`config.mk`:
```
export PLATFORM = sky130hd
export DESIGN_NAME = ps2_ascii_rx
export DESIGN_NICKNAME = d
export VERILOG_FILES = /design/src/rtl/atm_kbd_pkg.sv /design/src/rtl/ps2_frame_rx.sv /design/src/rtl/ps2_ascii_rx.sv
export SDC_FILE = /design/constraint.sdc
export NUM_CORES = 1
export LEC_CHECK = 0
export BUFFER_PORTS_ARGS = -buffer_cell sky130_fd_sc_hd__buf_2
export CAP_MARGIN = 20
export CORE_UTILIZATION = 55
export CTS_BUF_LIST = sky130_fd_sc_hd__clkbuf_4 sky130_fd_sc_hd__clkbuf_8
export CTS_CLUSTER_DIAMETER = 60
export CTS_CLUSTER_SIZE = 24
export DETAILED_ROUTE_END_ITERATION = 6
export GPL_TIMING_DRIVEN = 0
export PLACE_DENSITY = 0.83
export SLEW_MARGIN = 10
export SYNTH_ARGS = -nofsm -noshare
export SYNTH_HDL_FRONTEND = slang
export SYNTH_HIERARCHICAL = 1
export SYNTH_SLANG_ARGS = --single-unit
```
`constraint.sdc`:
```
create_clock -name clk -period 4.7 [get_ports clk]
set_clock_uncertainty 0.1 [all_clocks]
set_input_delay 0.47 -clock clk [delete_from_list [all_inputs] [get_ports clk]]
set_output_delay 0.47 -clock clk [all_outputs]
set_load 0.02 [all_outputs]
```
`src/rtl/atm_kbd_pkg.sv`:
```
// Shared keyboard definitions: scan-code set 2 constants, ASCII constants,
// receiver state encoding and the scan-code to ASCII lookup.
// Ports: none (package only).
package atm_kbd_pkg;

  // Scan-code set 2 constants
  localparam logic [7:0] SC_E0     = 8'hE0;
  localparam logic [7:0] SC_F0     = 8'hF0;
  localparam logic [7:0] SC_LSHIFT = 8'h12;
  localparam logic [7:0] SC_RSHIFT = 8'h59;
  localparam logic [7:0] SC_ENTER  = 8'h5A;
  localparam logic [7:0] SC_BKSP   = 8'h66;
  localparam logic [7:0] SC_SPACE  = 8'h29;

  // ASCII constants for the non-printing keys
  localparam logic [7:0] ASCII_CR = 8'h0D;
  localparam logic [7:0] ASCII_BS = 8'h08;
  localparam logic [7:0] ASCII_SP = 8'h20;

  typedef enum logic [1:0] {
    RX_IDLE   = 2'd0,
    RX_DATA   = 2'd1,
    RX_PARITY = 2'd2,
    RX_STOP   = 2'd3
  } rx_state_e;

  typedef struct packed {
    logic       vld;
    logic [7:0] chr;
  } kbd_char_t;

  // Non-extended make code to ASCII. Letters are always uppercase; shift
  // only changes the digit row.
  function automatic kbd_char_t kbd_lookup(input logic [7:0] code, input logic shifted);
    kbd_char_t r;
    r.vld = 1'b1;
    r.chr = 8'h00;
    case (code)
      8'h45: r.chr = shifted ? 8'h29 : 8'h30;
      8'h16: r.chr = shifted ? 8'h21 : 8'h31;
      8'h1E: r.chr = shifted ? 8'h40 : 8'h32;
      8'h26: r.chr = shifted ? 8'h23 : 8'h33;
      8'h25: r.chr = shifted ? 8'h24 : 8'h34;
      8'h2E: r.chr = shifted ? 8'h25 : 8'h35;
      8'h36: r.chr = shifted ? 8'h5E : 8'h36;
      8'h3D: r.chr = shifted ? 8'h26 : 8'h37;
      8'h3E: r.chr = shifted ? 8'h2A : 8'h38;
      8'h46: r.chr = shifted ? 8'h28 : 8'h39;
      8'h1C: r.chr = 8'h41;
      8'h32: r.chr = 8'h42;
      8'h21: r.chr = 8'h43;
      8'h23: r.chr = 8'h44;
      8'h24: r.chr = 8'h45;
      8'h2B: r.chr = 8'h46;
      8'h34: r.chr = 8'h47;
      8'h33: r.chr = 8'h48;
      8'h43: r.chr = 8'h49;
      8'h3B: r.chr = 8'h4A;
      8'h42: r.chr = 8'h4B;
      8'h4B: r.chr = 8'h4C;
      8'h3A: r.chr = 8'h4D;
      8'h31: r.chr = 8'h4E;
      8'h44: r.chr = 8'h4F;
      8'h4D: r.chr = 8'h50;
      8'h15: r.chr = 8'h51;
      8'h2D: r.chr = 8'h52;
      8'h1B: r.chr = 8'h53;
      8'h2C: r.chr = 8'h54;
      8'h3C: r.chr = 8'h55;
      8'h2A: r.chr = 8'h56;
      8'h1D: r.chr = 8'h57;
      8'h22: r.chr = 8'h58;
      8'h35: r.chr = 8'h59;
      8'h1A: r.chr = 8'h5A;
      SC_ENTER: r.chr = ASCII_CR;
      SC_BKSP:  r.chr = ASCII_BS;
      SC_SPACE: r.chr = ASCII_SP;
      default:  r.vld = 1'b0;
    endcase
    return r;
  endfunction

endpackage

```
`src/rtl/ps2_frame_rx.sv`:
```
// PS/2 frame receiver: synchronises ps2_clk/ps2_data, detects falling edges
// and assembles start/8 data/odd parity/stop frames.
// Latency: rx_byte_vld / frame_err pulse one cycle after the stop-bit edge is seen.
// Backpressure: none; the consumer must take rx_byte on rx_byte_vld.
// Ports: clk, rst (async high), ps2_clk, ps2_data in; rx_byte, rx_byte_vld, frame_err out.
module ps2_frame_rx
  import atm_kbd_pkg::*;
#(
  parameter int TIMEOUT_CYCLES = 100000
) (
  input  logic       clk,
  input  logic       rst,
  input  logic       ps2_clk,
  input  logic       ps2_data,
  output logic [7:0] rx_byte,
  output logic       rx_byte_vld,
  output logic       frame_err
);

  localparam int CW = $clog2(TIMEOUT_CYCLES + 1);

  logic [1:0] clk_sync_q;
  logic [1:0] data_sync_q;
  logic       clk_prev_q;
  logic       fall;
  logic       bit_in;

  rx_state_e  state_q;
  logic [7:0] shift_q;
  logic [2:0] bit_cnt_q;
  logic       parity_ok_q;
  logic [CW-1:0] to_cnt_q;
  logic [7:0] byte_q;
  logic       byte_vld_q;
  logic       frame_err_q;

  always_ff @(posedge clk or posedge rst) begin
    if (rst) begin
      clk_sync_q  <= '0;
      data_sync_q <= '0;
      clk_prev_q  <= 1'b0;
    end else begin
      clk_sync_q  <= {clk_sync_q[0], ps2_clk};
      data_sync_q <= {data_sync_q[0], ps2_data};
      clk_prev_q  <= clk_sync_q[1];
    end
  end

  assign fall   = clk_prev_q & ~clk_sync_q[1];
  assign bit_in = data_sync_q[1];

  always_ff @(posedge clk or posedge rst) begin
    if (rst) begin
      state_q     <= RX_IDLE;
      shift_q     <= '0;
      bit_cnt_q   <= '0;
      parity_ok_q <= 1'b0;
      to_cnt_q    <= '0;
      byte_q      <= '0;
      byte_vld_q  <= 1'b0;
      frame_err_q <= 1'b0;
    end else begin
      byte_vld_q  <= 1'b0;
      frame_err_q <= 1'b0;
      if (fall) begin
        to_cnt_q <= '0;
        case (state_q)
          RX_IDLE: begin
            // A high bit while idle is line noise, not a start bit.
            if (!bit_in) begin
              state_q   <= RX_DATA;
              bit_cnt_q <= '0;
            end
          end
          RX_DATA: begin
            shift_q   <= {bit_in, shift_q[7:1]};
            bit_cnt_q <= bit_cnt_q + 3'd1;
            if (bit_cnt_q == 3'd7) state_q <= RX_PARITY;
          end
          RX_PARITY: begin
            parity_ok_q <= ^{shift_q, bit_in};
            state_q     <= RX_STOP;
          end
          default: begin
            if (bit_in && parity_ok_q) begin
              byte_q     <= shift_q;
              byte_vld_q <= 1'b1;
            end else begin
              frame_err_q <= 1'b1;
            end
            state_q <= RX_IDLE;
          end
        endcase
      end else if (state_q != RX_IDLE) begin
        // Abandon a stalled partial frame silently.
        if (to_cnt_q == CW'(TIMEOUT_CYCLES - 1)) begin
          state_q  <= RX_IDLE;
          to_cnt_q <= '0;
        end else begin
          to_cnt_q <= to_cnt_q + CW'(1);
        end
      end
    end
  end

  assign rx_byte     = byte_q;
  assign rx_byte_vld = byte_vld_q;
  assign frame_err   = frame_err_q;

endmodule

```
`src/rtl/ps2_ascii_rx.sv`:
```
// PS/2 keyboard to ASCII: decodes set-2 make/break/extended sequences and
// emits one character per key press with a single-cycle ready strobe.
// Latency: ready/frame_err two cycles after the stop-bit edge is detected.
// Backpressure: none; the consumer must sample ascii_code on ready.
// Ports: clk, rst (async high), ps2_clk, ps2_data in; ascii_code[7:0], ready, frame_err out.
module ps2_ascii_rx
  import atm_kbd_pkg::*;
#(
  parameter int TIMEOUT_CYCLES = 100000
) (
  input  logic       clk,
  input  logic       rst,
  input  logic       ps2_clk,
  input  logic       ps2_data,
  output logic [7:0] ascii_code,
  output logic       ready,
  output logic       frame_err
);

  logic [7:0] rx_byte;
  logic       rx_byte_vld;
  logic       rx_err;

  ps2_frame_rx #(
    .TIMEOUT_CYCLES(TIMEOUT_CYCLES)
  ) u_frame_rx (
    .clk        (clk),
    .rst        (rst),
    .ps2_clk    (ps2_clk),
    .ps2_data   (ps2_data),
    .rx_byte    (rx_byte),
    .rx_byte_vld(rx_byte_vld),
    .frame_err  (rx_err)
  );

  logic       brk_pend_q, brk_pend_d;
  logic       ext_pend_q, ext_pend_d;
  logic       shift_l_q,  shift_l_d;
  logic       shift_r_q,  shift_r_d;
  logic [7:0] ascii_q,    ascii_d;
  logic       ready_q,    ready_d;
  logic       ferr_q,     ferr_d;
  kbd_char_t  hit;

  always_comb begin
    brk_pend_d = brk_pend_q;
    ext_pend_d = ext_pend_q;
    shift_l_d  = shift_l_q;
    shift_r_d  = shift_r_q;
    ascii_d    = ascii_q;
    ready_d    = 1'b0;
    // Delay the error by one cycle so it lines up with where ready would be.
    ferr_d     = rx_err;
    hit        = kbd_lookup(rx_byte, shift_l_q | shift_r_q);

    if (rx_byte_vld) begin
      if (rx_byte == SC_E0) begin
        ext_pend_d = 1'b1;
      end else if (rx_byte == SC_F0) begin
        brk_pend_d = 1'b1;
      end else begin
        brk_pend_d = 1'b0;
        ext_pend_d = 1'b0;
        if (rx_byte == SC_LSHIFT) begin
          shift_l_d = ~brk_pend_q;
        end else if (rx_byte == SC_RSHIFT) begin
          shift_r_d = ~brk_pend_q;
        end else if (!brk_pend_q) begin
          if (ext_pend_q) begin
            // Keypad Enter is the only extended key that produces a character.
            if (rx_byte == SC_ENTER) begin
              ascii_d = ASCII_CR;
              ready_d = 1'b1;
            end
          end else if (hit.vld) begin
            ascii_d = hit.chr;
            ready_d = 1'b1;
          end
        end
      end
    end
  end

  always_ff @(posedge clk or posedge rst) begin
    if (rst) begin
      brk_pend_q <= 1'b0;
      ext_pend_q <= 1'b0;
      shift_l_q  <= 1'b0;
      shift_r_q  <= 1'b0;
      ascii_q    <= 8'h00;
      ready_q    <= 1'b0;
      ferr_q     <= 1'b0;
    end else begin
      brk_pend_q <= brk_pend_d;
      ext_pend_q <= ext_pend_d;
      shift_l_q  <= shift_l_d;
      shift_r_q  <= shift_r_d;
      ascii_q    <= ascii_d;
      ready_q    <= ready_d;
      ferr_q     <= ferr_d;
    end
  end

  assign ascii_code = ascii_q;
  assign ready      = ready_q;
  assign frame_err  = ferr_q;

endmodule

```
==> flow_metrics.env <==
export IMPL_antenna_found_initial=0
export IMPL_clock_latency_ns=0.34
export IMPL_gp_congestion=0.953
export IMPL_wl_per_cell_um=16.3
export IMPL_drtAntennaViolNets=0
export IMPL_cp_start_kind="flop"
export IMPL_port_buffers=12
export IMPL_drive_gt1_share_pct=20.1
export IMPL_core_area_um2=6390
export IMPL_yosys_area_top_type_share_pct=40.3
export IMPL_drv_cap=0
export IMPL_async_reset_ff_share_pct=100
export IMPL_max_slew_margin_pct=31.4
export IMPL_fin_area_um2=4040
export IMPL_avgViaCountPerCell=6.32
export IMPL_synth_top_family_by_area="simple AND/OR/NAND/NOR gates"
export IMPL_slowest_stage="nor4b_1"
export IMPL_combinationalPowerShare_pct=26.0
export IMPL_syn_to_final_growth_pct=10.1
export IMPL_worstPathMaxFanout=9
export IMPL_postCtsSetupRepairBufs=0
export IMPL_fin_nets=419
export IMPL_syn_num_nets=394
export IMPL_switchingPower_uw=481
export IMPL_rows=29
export IMPL_layout_commonest_cell="dfrtp_1"
export IMPL_drc_errors=0
export IMPL_synthMuxAreaShare_pct=6.76
export IMPL_ios=14
export IMPL_clockPowerShare_pct=29.6
export IMPL_avgSynthCellArea_um2=9.57
export IMPL_hold_path_class="primary input to flop"
export IMPL_rsz0062_at_grt="no"
export IMPL_switching_share_pct=32.9
export IMPL_grt_ovfl_total=0
export IMPL_synth_xor_area_share_pct=4.68
export IMPL_yosys_area_top_type="dfrtp_1"
export IMPL_cts_max_path_buffers=2
export IMPL_grt_pass1_wl_um=13700
export IMPL_p_leak_nw=1.72
export IMPL_n_antenna_cell=0
export IMPL_crit_family="simple AND/OR/NAND/NOR gates"
export IMPL_synth_edff_count=0
export IMPL_crit_required_ns=4.83
export IMPL_powerDensity_nw_per_um2=363
export IMPL_cts_tree="yes"
export IMPL_synthFlopType="dfrtp_1"
export IMPL_cts_root_buf="clkbuf_8"
export IMPL_die_y_um=83.6
export IMPL_crit_type="flop to flop"
export IMPL_slowest_delay_ns=0.91
export IMPL_synth_seq_cells=59
export IMPL_numCtsBuffers=9
export IMPL_grt_pass1_vias=2829
export IMPL_endpoint_kind="flop"
export IMPL_final_cell_mix="dfrtp_1, nand2_1, nand3_1"
export IMPL_dpl_cell_area_um2=3840
export IMPL_synth_area_top_cells="dfrtp_1, mux2_2, nand2_1, nand3_1, xnor2_1"
export IMPL_hpwl_um=5670
export IMPL_slew_violations=0
export IMPL_die_w_um=83.6
export IMPL_ir_drop_mv=0.265
export IMPL_synth_compound_area_share_pct=16.6
export IMPL_fin_crit_sh_pct=66.3
export IMPL_min_period_ns=3.12
export IMPL_dp_worst_setup_slack_ns=1.68
export IMPL_tightest_slew_ns=1.01
export IMPL_grtUsageTotal_pct=24.5
export IMPL_drtIter0Drc=431
export IMPL_htree_num_levels=3
export IMPL_worstPathArrival_ns=3.25
export IMPL_synthSimpleGateAreaFrac_pct=24.1
export IMPL_fin_tns_setup_ns=0
export IMPL_yosys_area_share_adder_pct=2.39
export IMPL_p_int_uw=982
export IMPL_worstPathCellList="nor4b_1 -> a22oi_1 -> and4_1 -> and4bb_1 -> a221oi_4 -> mux2_2"
export IMPL_grt_max_degree=36
export IMPL_ys_warn_count=6
export IMPL_synth_area_um2=3660
export IMPL_finalSetupViolCount=0
export IMPL_status="complete, no violations"
export IMPL_maxClockFrequency_mhz=321
export IMPL_wirelength_um=8000
export IMPL_synthDistinctLibCells=66
export IMPL_finalHoldViolations=0
export IMPL_cp_num_buf_inv=0
export IMPL_synthCells=383
export IMPL_start_util_pct=57.4
export IMPL_path_clk_slew_ns=0.07
export IMPL_vias=3099
export IMPL_die_area_um2=6990
export IMPL_fin_ws_ns=1.58
export IMPL_cts_sinks=59
export IMPL_yosysSeqAreaShare_pct=40.3
export IMPL_drt_pass1_iterations=7
export IMPL_p_seq_share_pct=44.3
## worst reg2reg max path: cells and delay by family, from the launching register on
| kind | cells | cell delay (ns) |
|---|---|---|
| compound gates | 2 | 0.62 |
| flops | 1 | 0.47 |
| mux | 1 | 0.38 |
| simple gates | 3 | 1.43 |
## timing repair
item | CTS | global route
hold buffers | 1 | 0
endpoints found under the hold margin | 11 | 0
resized for setup | 0 | 0
## power by group through the flow
stage	Clock, mW	Combinational (mW)	Sequential, mW
detailed placement	0	0.377	0.656
global placement	0	0.363	0.650
floorplan	0	0.309	0.638
CTS	0.438	0.381	0.648
finish	0.434	0.381	0.649
global route	0.465	0.423	0.658
## state kept, by name, indices dropped and copies added (netlist names), 2 cells and up
name / cells
u_frame_rx/to_cnt_q: 17
u_frame_rx/rx_byte: 8
u_frame_rx/shift_q: 8
ascii_code: 7
u_frame_rx/bit_cnt_q: 3
u_frame_rx/clk_sync_q: 2
u_frame_rx/data_sync_q: 2
u_frame_rx/state_q: 2
## metal layers
layer  vias to the layer above  global-route usage (%)  part of all wire, %
li1                       1464                       -                    -
met1                      1478                    35.0                   47
met2                       142                    36.5                   44
met3                        15                    5.93                  7.3
met4                         0                    8.63                  1.7
met5                         -                       0                    0
## final cells by class
class	count	area, um2
Inverter	16	60.1
Buffer	23	125
Tap cell	77	96.3
Sequential cell	59	1480
Multi-Input combinational cell	285	2000
Clock buffer	12	159
Clock inverter	4	25.0
Fill cell	520	2350
Timing Repair Buffer	14	90.1
## stage by stage
step | hold WS, ns | total power, mW | instances | utilization [%]
5_1_grt | 0.119 | 1.55 | 490 | 63.2
2_1_floorplan | 0.231 | 0.947 | 383 | -
6_report | 0.131 | 1.46 | 490 | 63.2
3_5_place_dp | 0.236 | 1.03 | 473 | 60.1
3_3_place_gp | 0.235 | 1.01 | 472 | 59.8
4_1_cts | 0.125 | 1.47 | 490 | 63.2
## kinds of logic after synthesis
kind of cell	after synthesis
and+or+nand+nor	149
AOI/OAI and AO/OA	88
DFF	59
buffers and inverters	39
muxes	22
xor gates and xnor gates	18
adders and majority gates	7
other	1
## final timing paths
check,startpoint,to,slack [ns],cells past startpoint
setup / recovery,u_frame_rx/rx_byte[2]$_DFFE_PP0P_,ascii_code[5]$_DFFE_PP0P_,1.58,6
hold / removal,ps2_clk,u_frame_rx/clk_sync_q[0]$_DFF_PP0_,0.13,1
setup reg to reg,u_frame_rx/rx_byte[2]$_DFFE_PP0P_,ascii_code[5]$_DFFE_PP0P_,1.58,6
hold reg to reg,u_frame_rx/data_sync_q[0]$_DFF_PP0_,u_frame_rx/data_sync_q[1]$_DFF_PP0_,0.25,0
max in group asynchronous,rst,u_frame_rx/rx_byte[2]$_DFFE_PP0P_,3.52,4
min in group asynchronous,rst,u_frame_rx/to_cnt_q[12]$_DFFE_PP0P_,0.51,3
## Yosys cell counts (all sizes together) (2+ instances only)
master   count
and3         2
a22oi        2
nand2       36
xor2         3
or3b         2
a21oi       21
nor4bb       2
and4bb       3
clkbuf       4
nor2        21
o211ai       2
nor2b        8
nor4b        7
a32o         2
mux2        22
a41oi        2
inv         16
nand4b       2
xnor2       14
o21ai       22
nand4        6
a31oi        6
a2111o       2
a211oi       4
ha           7
or4          2
or3          8
nand3       27
a21o         2
nor3         6
o2111ai      5
buf         19
and2b        2
a22o         2
o2bb2ai      3
nor3b        2
o31ai        4
and4         5
nor4         3
dfrtp       59
(Power assumes the default switching activity.)
